**config.mk**
```make
export PLATFORM = sky130hd
export DESIGN_NAME = address_receiver
export DESIGN_NICKNAME = d
export VERILOG_FILES = /design/src/rtl/address_receiver.sv
export SDC_FILE = /design/constraint.sdc
export NUM_CORES = 1
export LEC_CHECK = 0
export BUFFER_PORTS_ARGS = -buffer_cell sky130_fd_sc_hd__buf_2
export CORE_AREA = 5 5 83 85
export CTS_CLUSTER_DIAMETER = 30
export DETAILED_ROUTE_END_ITERATION = 16
export DIE_AREA = 0 0 88 90
export GPL_TIMING_DRIVEN = 0
export SYNTH_ARGS = -nofsm -noshare
export SYNTH_HDL_FRONTEND = slang
export SYNTH_SLANG_ARGS = --single-unit
```
**constraint.sdc**
```tcl
create_clock -name clk -period 6.1 [get_ports clk]
set_clock_uncertainty 0.05 [all_clocks]
set_input_delay 0.305 -clock clk [delete_from_list [all_inputs] [get_ports clk]]
set_output_delay 0.305 -clock clk [all_outputs]
set_load 0.01 [all_outputs]
```
**src/rtl/address_receiver.sv**
```systemverilog
// Address link receiver: rebuilds an ADDR_W-bit address from BUS_W-bit chunks
// (LSB chunk first) and hands it to the consumer with a valid/ready handshake.
// Flags truncated transfers (abort) and chunks arriving while an address is
// still held (overrun).
module address_receiver #(
    parameter int unsigned ADDR_W = 32,
    parameter int unsigned BUS_W  = 8
) (
    input  logic              clk,
    input  logic              reset,
    input  logic [BUS_W-1:0]  addr_bus,
    input  logic              send_addr,
    input  logic              addr_ready,
    output logic [ADDR_W-1:0] addr_out,
    output logic              addr_valid,
    output logic              abort,
    output logic              overrun
);

    localparam int unsigned NUM_CHUNKS = (ADDR_W + BUS_W - 1) / BUS_W;
    localparam int unsigned PAD_W      = NUM_CHUNKS * BUS_W;
    localparam int unsigned CNT_W      = $clog2(NUM_CHUNKS + 1);

    typedef enum logic [1:0] {
        S_IDLE = 2'd0,
        S_RECV = 2'd1,
        S_HOLD = 2'd2,
        S_SKIP = 2'd3
    } state_t;

    state_t             r_state;
    logic [CNT_W-1:0]   r_count;
    logic               r_discard;

    logic [PAD_W-1:0]   w_bus_wide;
    logic [31:0]        w_shamt;
    logic [ADDR_W-1:0]  w_first;
    logic [ADDR_W-1:0]  w_merged;

    // Place the incoming chunk at its slot; bits of the final chunk that land
    // above ADDR_W fall off in the truncating cast, so junk there is ignored.
    assign w_bus_wide = PAD_W'(addr_bus);
    assign w_shamt    = 32'(r_count) * 32'(BUS_W);
    assign w_first    = ADDR_W'(w_bus_wide);
    assign w_merged   = addr_out | ADDR_W'(w_bus_wide << w_shamt);

    // Receive FSM with registered outputs; pulses default low every cycle.
    always_ff @(posedge clk) begin
        if (reset) begin
            r_state    <= S_IDLE;
            r_count    <= '0;
            r_discard  <= 1'b0;
            addr_out   <= '0;
            addr_valid <= 1'b0;
            abort      <= 1'b0;
            overrun    <= 1'b0;
        end else begin
            abort   <= 1'b0;
            overrun <= 1'b0;
            case (r_state)
                S_IDLE: begin
                    if (send_addr) begin
                        addr_out <= w_first;
                        r_count  <= CNT_W'(1);
                        if (NUM_CHUNKS == 1) begin
                            r_state    <= S_HOLD;
                            addr_valid <= 1'b1;
                        end else begin
                            r_state <= S_RECV;
                        end
                    end
                end
                S_RECV: begin
                    if (send_addr) begin
                        addr_out <= w_merged;
                        r_count  <= r_count + CNT_W'(1);
                        if (r_count == CNT_W'(NUM_CHUNKS - 1)) begin
                            r_state    <= S_HOLD;
                            addr_valid <= 1'b1;
                        end
                    end else begin
                        abort    <= 1'b1;
                        addr_out <= '0;
                        r_count  <= '0;
                        r_state  <= S_IDLE;
                    end
                end
                S_HOLD: begin
                    if (addr_ready) begin
                        // Handshake completes; shift register cleared on exit.
                        addr_valid <= 1'b0;
                        addr_out   <= '0;
                        r_count    <= '0;
                        r_discard  <= 1'b0;
                        if (!send_addr) begin
                            r_state <= S_IDLE;
                        end else if (r_discard) begin
                            overrun <= 1'b1;
                            r_state <= S_SKIP;
                        end else begin
                            // Back-to-back: this chunk starts the next address.
                            addr_out <= w_first;
                            r_count  <= CNT_W'(1);
                            if (NUM_CHUNKS == 1) begin
                                addr_valid <= 1'b1;
                            end else begin
                                r_state <= S_RECV;
                            end
                        end
                    end else if (send_addr) begin
                        overrun   <= 1'b1;
                        r_discard <= 1'b1;
                    end else begin
                        r_discard <= 1'b0;
                    end
                end
                S_SKIP: begin
                    if (!send_addr) begin
                        r_state <= S_IDLE;
                    end
                end
                default: begin
                    r_state <= S_IDLE;
                end
            endcase
        end
    end

endmodule

```
After elaboration in Yosys (flattened, before gate mapping). Index checks and enable logic that the tools add are counted.

Register bits after elaboration: 41. Output and inout bits: 35. Logic and storage cells: 60. Input port bits: 12.

Bitwise logic cells: 3. Reduce and logical (&&, ||, !) cells: 8. Muxes and demuxes: 30. Eq/ne operators: 10. $add $sub $neg: 1. Shifts and indexed selects: 1.

Operator list (count): two-way mux 32 bit (3); case mux 32 bit (3 select lines) (1); bitwise OR 32 bit (1); left shift 8 x 6 -> 32 bit (1); two-way mux 8 bit (2); two-way mux 2 bit (7); two-way mux 1 bit (11); != test 2 bit (second input constant) (5); two-way mux 3 bit (3); case mux 3 bit (3 select lines) (1); case mux 2 bit (4 select lines) (1); AND reduction 4 bit (2); equality test 2 bit (second input constant) (2); OR reduction 2 bit (2); adder 3 x 1 -> 3 bit (second input constant) (1); equality test 3 x 2 -> 1 bit (second input constant) (1); != test 3 bit (second input constant) (1); AND reduction 3 bit (1); nonzero test 3 bit (1); equality test 2 x 1 -> 1 bit (second input constant) (1); zero test 2 bit (1); NOT 1 bit (2); case mux 1 bit (2 select lines) (1); nonzero test 2 bit (1).

Longest topological paths before layout. Gate-level depths: netlist of run 1.

Word-level depth: 4. Mapped depth: 10. Depth with buffers taken out: 6.

Least setup slack after synthesis of run 1. Ideal clock, no wire load.

Path type: register -> register. From: register r_state[0]. To: register addr_out[11]. Slack: 4031 ps. Required time: 5936 ps. Arrival time: 1905 ps. Path buffers: 4. Cell stages (with the launch flop): 11. Cell sequence: dfxtp_1 -> inv_1 -> ha_1 -> nor2b_4 -> buf_6 -> or4_4 -> buf_6 -> nand2b_4 -> buf_12 -> buf_12 -> nor2_1.

Word-level cells in the longest chain between the ends: 3.

RTL lines: from (decl) (RTL line 31) `state_t r_state;`; from (signal assigned) (RTL line 50) `r_state <= S_IDLE;`; from (signal assigned) (RTL line 66) `r_state <= S_HOLD;`; from (signal assigned) (RTL line 69) `r_state <= S_RECV;`; equality test 2 bit (tied with other cells) (RTL line 60) `case (r_state)`; != test 2 bit (no line) / nonzero test 3 bit (equally long branches); AND reduction 3 bit (no line); to (signal assigned) (RTL line 63) `addr_out <= w_first;`; to (signal assigned) (RTL line 75) `addr_out <= w_merged;`; to (signal assigned) (RTL line 102) `addr_out <= w_first;`; to (decl) (RTL line 14) `output logic [ADDR_W-1:0] addr_out,`.

Parallel ways exist; a longest one is shown, timed or not. A chain may end at the register's enable or synchronous reset.

Worst setup path after layout of run 1.
From: register r_state[0]. To: register addr_out[0].

Same word-level chain as after synthesis.

==> metrics, run 1 <==
placed cells=307; synth cell count leaders=dfxtp_1, a21oi_1, nor2_1, a31oi_1, nor3_1; Final Hold Vio Count=0; Die ar.=0.00792 mm^2; CP Class=reg2reg; Final #Nets=256; Fmax=419 MHz; Post-CTS Setup Bufs=0; Async SR Flop Fraction=0%; vias per inst=4.79; peak fanout along the critical path=10; Final setup viols=0; CP startpoint=r_state[0]; depth of the CTS H-tree=2; Worst EP required=6260 ps; yosys warns=0; Seq/Total Area, Yosys=47.0%; CTS buffer count=5; fin crit share=39.2%; Starting DRT DRC Count=61; largest net degree at the start of global routing=14; MaxCap Viol Count=0; Routed WL=4510 um; Max VDD drop=0.153 mV; routability cong.=0.768; initial antenna violation count=0; power density over the cells=281 mW/mm^2; most used cell, CP=nor3_1; placement-stage cell area=0.00207 mm^2; core footprint=0.00613 mm^2; hold crit path type=in2reg; crit path launch type=flop; Reg-to-Reg Start=r_state[0]; Max stage delay on crit path=530 ps; CP bufs+invs=3; #FFs+latches synth=41; setup TNS=0 ps; layout cells sized above 1=32.4%; drt pass-1 iters=4; minimum clock period=2390 ps; Worst Setup End Kind=flop; # resized after CTS=0; Synth area leaders=dfxtp_1, a21oi_1, nor2_1; Diodes inserted=0; # DRC=0; slowest library cell on the worst path=nor3_1; CTS sink cnt=41; family with the most delay on the worst path=simple AND/OR/NAND/NOR gates; wire per inst=14.3 um; clock slew at reported path FFs=80 ps; status=complete, no violations; GRT Util Overall=11.9%; Slew Limit Fails=0; instance count on the critical path=8; IO Port Bufs=45; FF-to-FF setup slack=3710 ps; Syn Area/Cell=9.45 um^2; Post-Syn Area=0.00175 mm^2; hold-critical path depth=3; RSZ-0062 raised after global routing=no; crit path cell chain=inv_1 -> ha_1 -> nor2b_4 -> buf_6 -> nor3_1 -> buf_2 -> a31oi_1 -> nor3_1; Post-synth top flop=dfxtp_1; final core utilization=35.6%; share of the synthesized area in the top cell type=47.0%; design area=0.00218 mm^2; Routed Antenna Nets=0; Setup crit end=addr_out[0]; CP Data Arrival Time=2550 ps; global route total overflow=0; CTS tree=done; Mapped Cells=185; Clock Path Buffers=2; Ports=47; Die X=88 um; number of synthesized flops with an enable pin=0; vias in the first global route=1434; Worst Max-Slew Pin Slew=810 ps; Leak=0.913 nW; R2R cell count=8; syn nets=204; Initial Utilization=28.5%; clock root buffer=clkbuf_8; global-route wire length before repair=7450 um; Post-CTS Hold Buffers=0; count leader, synth=dfxtp_1; Area Growth Syn to Fin=24.8%; vias=1510; Non-Filler Instances=315; Worst-Skew Late Latency=290 ps; die height=90 um; post-detail-place hpwl=3250 um; Synth area leader=dfxtp_1; synth unique cells=37; worst hold slack=255 ps; Slew HR=45.6%; r2r endpoint=addr_out[0]; row cnt=29
area by class of cell:
class                   count  area, um^2
fillers                   629        3950
flip-flops and latches     41         821
multi-input cells         129         805
repair buffers             45         225
plain buffers               9         100
well taps                  77        96.3
clock buffers               6        72.6
clock inverters             2        38.8
inverters                   6        22.5
power by group:
part	internal, mW	total [mW]	switching, mW
registers	0.278	0.286	0.00757
logic	0.0444	0.107	0.0630
clock network	0.123	0.220	0.0970
total	0.445	0.613	0.168
how the worst min path moves through the flow:
| stage | from | end | slack [ps] |
|---|---|---|---|
| after floorplan | addr_bus[2] | addr_out[10] | 400 |
| after global placement | addr_out[16] | addr_out[16] | 390 |
| after detailed placement | addr_out[18] | addr_out[18] | 390 |
| after CTS | addr_bus[1] | addr_out[9] | 240 |
| after global routing | addr_bus[1] | addr_out[25] | 250 |
| final | addr_bus[1] | addr_out[9] | 250 |
layout by cell type, fill, tap and decap left out, types with 2 or more instances in the layout:
master    Yosys  final
a211oi_1      4      4
a21oi_1      37     37
a31oi_1       9      9
buf_12        3      3
buf_2         2     47
buf_6         2      2
clkbuf_1      1      2
clkbuf_8      0      5
dfxtp_1      41     41
ha_1          7      7
inv_1         6      6
nand2_1       3      3
nand3b_1      2      2
nor2_1       26     26
nor2_2        7      7
nor2b_1       2      2
nor3_1        9      9
nor4_4        2      2
o21ai_0       2      2
or3b_2        2      2
tightest hold or removal path: stages:
cell and delay (ps):
buf_2 130, a21oi_1 70, nor2_1 70
per-layer routing:
metal  part of all wire, %  up-vias  global-route usage [%]
li1                      -      762                       -
met5                     0        -                       0
met4                  0.31        0                    2.30
met3                   5.4        2                    4.48
met1                    48      707                    16.1
met2                    46       39                    18.0
through the flow:
step	setup slack (ps)	power (mW)
6_report	3710	0.613
5_1_grt	3530	0.644
4_1_cts	3710	0.618
3_5_place_dp	3750	0.399
3_3_place_gp	3730	0.397
2_1_floorplan	4030	0.365
state kept, by name, summed over array words and instances (netlist names):
register and cells:
addr_valid 1, abort 1, r_count 3, addr_out 32
r_state 2, overrun 1, r_discard 1
kinds of logic after synthesis:
kind of cell,after synthesis,synth area share (%)
buf+inv,15,7.01
fa+ha+maj,7,5.01
simple gates,64,22.1
flops,41,47.0
mux,1,0.573
compound gates,57,18.3
Power figures use the tool's default switching activity.
==> inputs of run 2 (changes only) <==
- clock period: 6.1 -> 2.4 ns (I/O delays scaled with it)
==> run 2 against run 1 <==
- die area is the same
- non-clock buffer count unchanged
- final area up 0.23%
- flip-flop and latch count is the same
- first-iteration DRC count decreased by 4.9%
- clock power rose to 2.6 times the previous value
- maximum frequency grew 6.3%
- critical path type unchanged
- critical endpoint is now addr_out[15]
- routed wire length rose by 0.18%
==> metrics, run 2 (synthesized netlist as in run 1, its figures left out) <==
clock root buffer=clkbuf_8; crit path cell chain=inv_1 -> ha_1 -> nor2b_4 -> buf_6 -> or4_4 -> buf_6 -> nand2b_4 -> buf_12 -> buf_12 -> nor2_1; Max stage delay on crit path=510 ps; Area Growth Syn to Fin=25.1%; drt pass-1 iters=4; largest reg by FF count=addr_out; peak fanout along the critical path=10; Routed WL=4520 um; Fmax=445 MHz; max FFs per register=32; Worst-Skew Late Latency=290 ps; largest registers=addr_out: 32 flops, r_count: 3 flops, r_state: 2 flops; CTS buffer count=5; fin crit share=93.6%; FF+latch area=821 um^2; R2R cell count=10; slowest library cell on the worst path=or4_4; Ports=47; routability cong.=0.768; Final setup viols=0; fill cell total of the finished layout=628; post-detail-place hpwl=3250 um; wire per inst=14.4 um; global route total overflow=0; CTS tree=done; Clock Path Buffers=2; FF-to-FF setup slack=150 ps; MaxCap Viol Count=0; Diodes inserted=0; # DRC=0; layout cells sized above 1=32.8%; CP Data Arrival Time=2390 ps; Post-CTS Hold Buffers=0; setup TNS=0 ps; vias per inst=4.74; RSZ-0062 raised after global routing=no; r2r endpoint=addr_out[15]; Setup crit end=addr_out[15]; pre-CTS setup slack=45.1 ps; Multi-input gate area=810 um^2; row cnt=29; Die X=88 um; status=complete, no violations; Max VDD drop=0.387 mV; Reg-to-Reg Start=r_state[0]; Post-CTS Setup Bufs=0; Worst Max-Slew Pin Slew=811 ps; vias=1493; largest net degree at the start of global routing=14; Slew HR=45.6%; Final Hold Vio Count=0; Routed Antenna Nets=0; post-route setup slack=153 ps; Leak=0.915 nW; CP startpoint=r_state[0]; Starting DRT DRC Count=58; most frequent cells in the layout=buf_2, dfxtp_1, a21oi_1, nor2_1, a31oi_1; power density over the cells=715 mW/mm^2; CP Class=reg2reg; GRT Util Overall=11.9%; die height=90 um; hold crit path type=in2reg; clock slew at reported path FFs=80 ps; vias in the first global route=1434; design area=0.00219 mm^2; Die ar.=0.00792 mm^2; most common cell after layout, fill and taps aside=buf_2; IO Port Bufs=45; CTS sink cnt=41; initial antenna violation count=0; # resized after CTS=0; depth of the CTS H-tree=2; minimum clock period=2250 ps; crit path launch type=flop; Slew Limit Fails=0; Final #Nets=256; core footprint=0.00613 mm^2; Worst Setup End Kind=flop; placement-stage cell area=0.00207 mm^2; Initial Utilization=28.5%; Worst EP required=2550 ps; global-route wire length before repair=7450 um
==> run 2: stage by stage <==
step	cells	hold slack (ps)	util, %	total power, mW
CTS	315	59.6	35.6	1.57
detailed placement	307	372	33.7	1.01
floorplan	185	211	-	0.927
finish	315	65.8	35.6	1.56
global route	315	69.9	35.6	1.64
global placement	307	365	33.7	1.01
==> run 2: routing by layer <==
layer  GRT usage, %  up-vias  wire length (um)
met5              0        -                 0
met4           2.30        0                29
met3           4.48        4               299
met2           18.0       44              2070
met1           16.1      685              2120
li1               -      760                 -
==> run 2: power breakdown <==
group          total, mW  switching (mW)  internal (mW)  leakage, nW
clock network      0.562           0.250          0.312       0.0554
logic              0.274           0.161          0.113        0.528
registers          0.726          0.0190          0.707        0.332
==> run 2: final cells by class <==
class	instances	share of cell area [%]
plain buffers	9	4.58
clock buffers	6	3.32
clock inverters	2	1.77
inverters	6	1.03
multi-input cells	129	37.0
flip-flops and latches	41	37.6
well taps	77	4.41
repair buffers	45	10.3
==> run 2: critical path, delay by kind of cell (launching register included) <==
family                     cells  cell delay (ps)
adders and majority gates      1              270
DFF                            1              390
and+or+nand+nor                4              780
buffers and inverters          5              650
==> run 2: how the worst min path moves through the flow <==
| stage | start | to | slack (ps) | cells after the start |
|---|---|---|---|---|
| 2_1_floorplan | addr_bus[2] | addr_out[10] | 210 | 2 |
| 3_3_place_gp | addr_bus[2] | addr_out[26] | 370 | 3 |
| 3_5_place_dp | addr_bus[1] | addr_out[9] | 370 | 3 |
| 4_1_cts | addr_bus[1] | addr_out[9] | 60 | 3 |
| 5_1_grt | addr_bus[1] | addr_out[25] | 70 | 3 |
| 6_report | addr_bus[1] | addr_out[9] | 70 | 3 |
==> inputs of run 3 (changes only) <==
- GPL_TIMING_DRIVEN: 0 -> 1
- MAX_ROUTING_LAYER: unset -> met4
==> run 3 against run 2 <==
- via count is 2.1% lower
- first-iteration DRC count rose by 40%
- die area stayed put
- largest power group unchanged
- clock-buffer cell count unchanged
- maximum frequency rose by 7.7%
- critical endpoint is now r_count[1]
- global-route usage fell by 0.53 points
- largest cell class unchanged
==> metrics, run 3 (synthesized netlist as in run 1, its figures left out) <==
status=complete, no violations; Multi-input gate area=805 um^2; most frequent cells in the layout=buf_2, dfxtp_1, a21oi_1, nor2_1; CTS sink cnt=41; hold crit path type=in2reg; vias=1461; drt pass-1 iters=4; routability cong.=0.764; Leak=0.889 nW; Starting DRT DRC Count=81; Area Growth Syn to Fin=21.5%; post-detail-place hpwl=3010 um; Clock Path Buffers=2; Post-CTS Hold Buffers=0; peak fanout along the critical path=25; crit path launch type=flop; Slew Limit Fails=0; fill cell total of the finished layout=624; Worst EP required=2520 ps; slowest library cell on the worst path=or4_4; initial antenna violation count=0; Slew HR=63.3%; wire per inst=13.3 um; largest net degree at the start of global routing=26; Die X=88 um; global-route wire length before repair=7110 um; most common cell after layout, fill and taps aside=buf_2; largest registers=addr_out: 32 flops, r_count: 3 flops, r_state: 2 flops; Fmax=480 MHz; CP bufs+invs=1; depth of the CTS H-tree=2; final core utilization=34.6%; GRT Util Overall=11.4%; Final setup viols=0; global route total overflow=0; IO Port Bufs=46; fin crit share=86.9%; max FFs per register=32; crit path cell chain=inv_1 -> ha_1 -> and2b_1 -> or4_4 -> nand2b_4 -> nor2_1; Post-CTS Setup Bufs=0; CTS buffer count=5; row cnt=29; # resized after CTS=0; largest reg by FF count=addr_out; Ports=47; # DRC=0; Diodes inserted=0; Max VDD drop=0.451 mV; CP Class=reg2reg; Worst Max-Slew Pin Slew=546 ps; CP Data Arrival Time=2210 ps; core footprint=0.00613 mm^2; Worst Setup End Kind=flop; FF+latch area=821 um^2; worst hold slack=72.3 ps; Initial Utilization=28.5%; power density over the cells=715 mW/mm^2; Routed WL=4140 um; MaxCap Viol Count=0; CTS tree=done; Max stage delay on crit path=590 ps; minimum clock period=2090 ps; Die ar.=0.00792 mm^2; Final Hold Vio Count=0; clock slew at reported path FFs=80 ps; family with the most delay on the worst path=simple AND/OR/NAND/NOR gates; Worst-Skew Late Latency=290 ps; vias in the first global route=1478; Routed Antenna Nets=0; layout cells sized above 1=32.3%; Final #Nets=253; die height=90 um; vias per inst=4.68; setup TNS=0 ps; RSZ-0062 raised after global routing=no; clock root buffer=clkbuf_8
[run 3: metrics by stage]
step	cell area [um^2]	total power, mW	cells	worst slack (ps)
2_1_floorplan	1750	0.927	185	331
3_3_place_gp	2010	0.987	304	346
3_5_place_dp	2010	0.990	304	309
4_1_cts	2120	1.54	312	294
5_1_grt	2120	1.60	312	183
6_report	2120	1.52	312	315
[run 3: tightest hold or removal path, cell delays in order]
cell,delay [ps]
buf_2,120
a21oi_1,80
nor2_2,60
[run 3: area by class of cell]
type	count	share of cell area [%]
Sequential cell	41	38.7
Inverter	6	1.06
Multi-Input combinational cell	129	37.9
Tap cell	77	4.54
Clock inverter	2	1.83
Clock buffer	6	3.42
Timing Repair Buffer	51	12.6
[run 3: final timing paths]
path | slack [ps] | from | endpoint | cells after the start
worst max-delay path | 310 | r_state[0] | r_count[1] | 6
worst min register to register | 400 | addr_out[1] | addr_out[1] | 2
worst max register to register | 310 | r_state[0] | r_count[1] | 6
worst min-delay path | 70 | addr_bus[1] | addr_out[17] | 3
[run 3: layer usage]
layer | wire length (um) | GRT usage (%) | part of all wire (%) | vias up
li1 | - | - | - | 747
met5 | 0 | - | 0 | -
met1 | 2010 | 15.1 | 49 | 681
met3 | 160 | 2.74 | 3.9 | 5
met4 | 27 | 2.69 | 0.65 | 0
met2 | 1940 | 17.3 | 47 | 28
[run 3: power by group]
part	total [mW]	switching, mW	internal [mW]	leakage [nW]
combinational	0.247	0.149	0.0988	0.501
clock	0.546	0.234	0.312	0.0554
sequential	0.725	0.0186	0.707	0.332
total	1.52	0.401	1.12	0.889
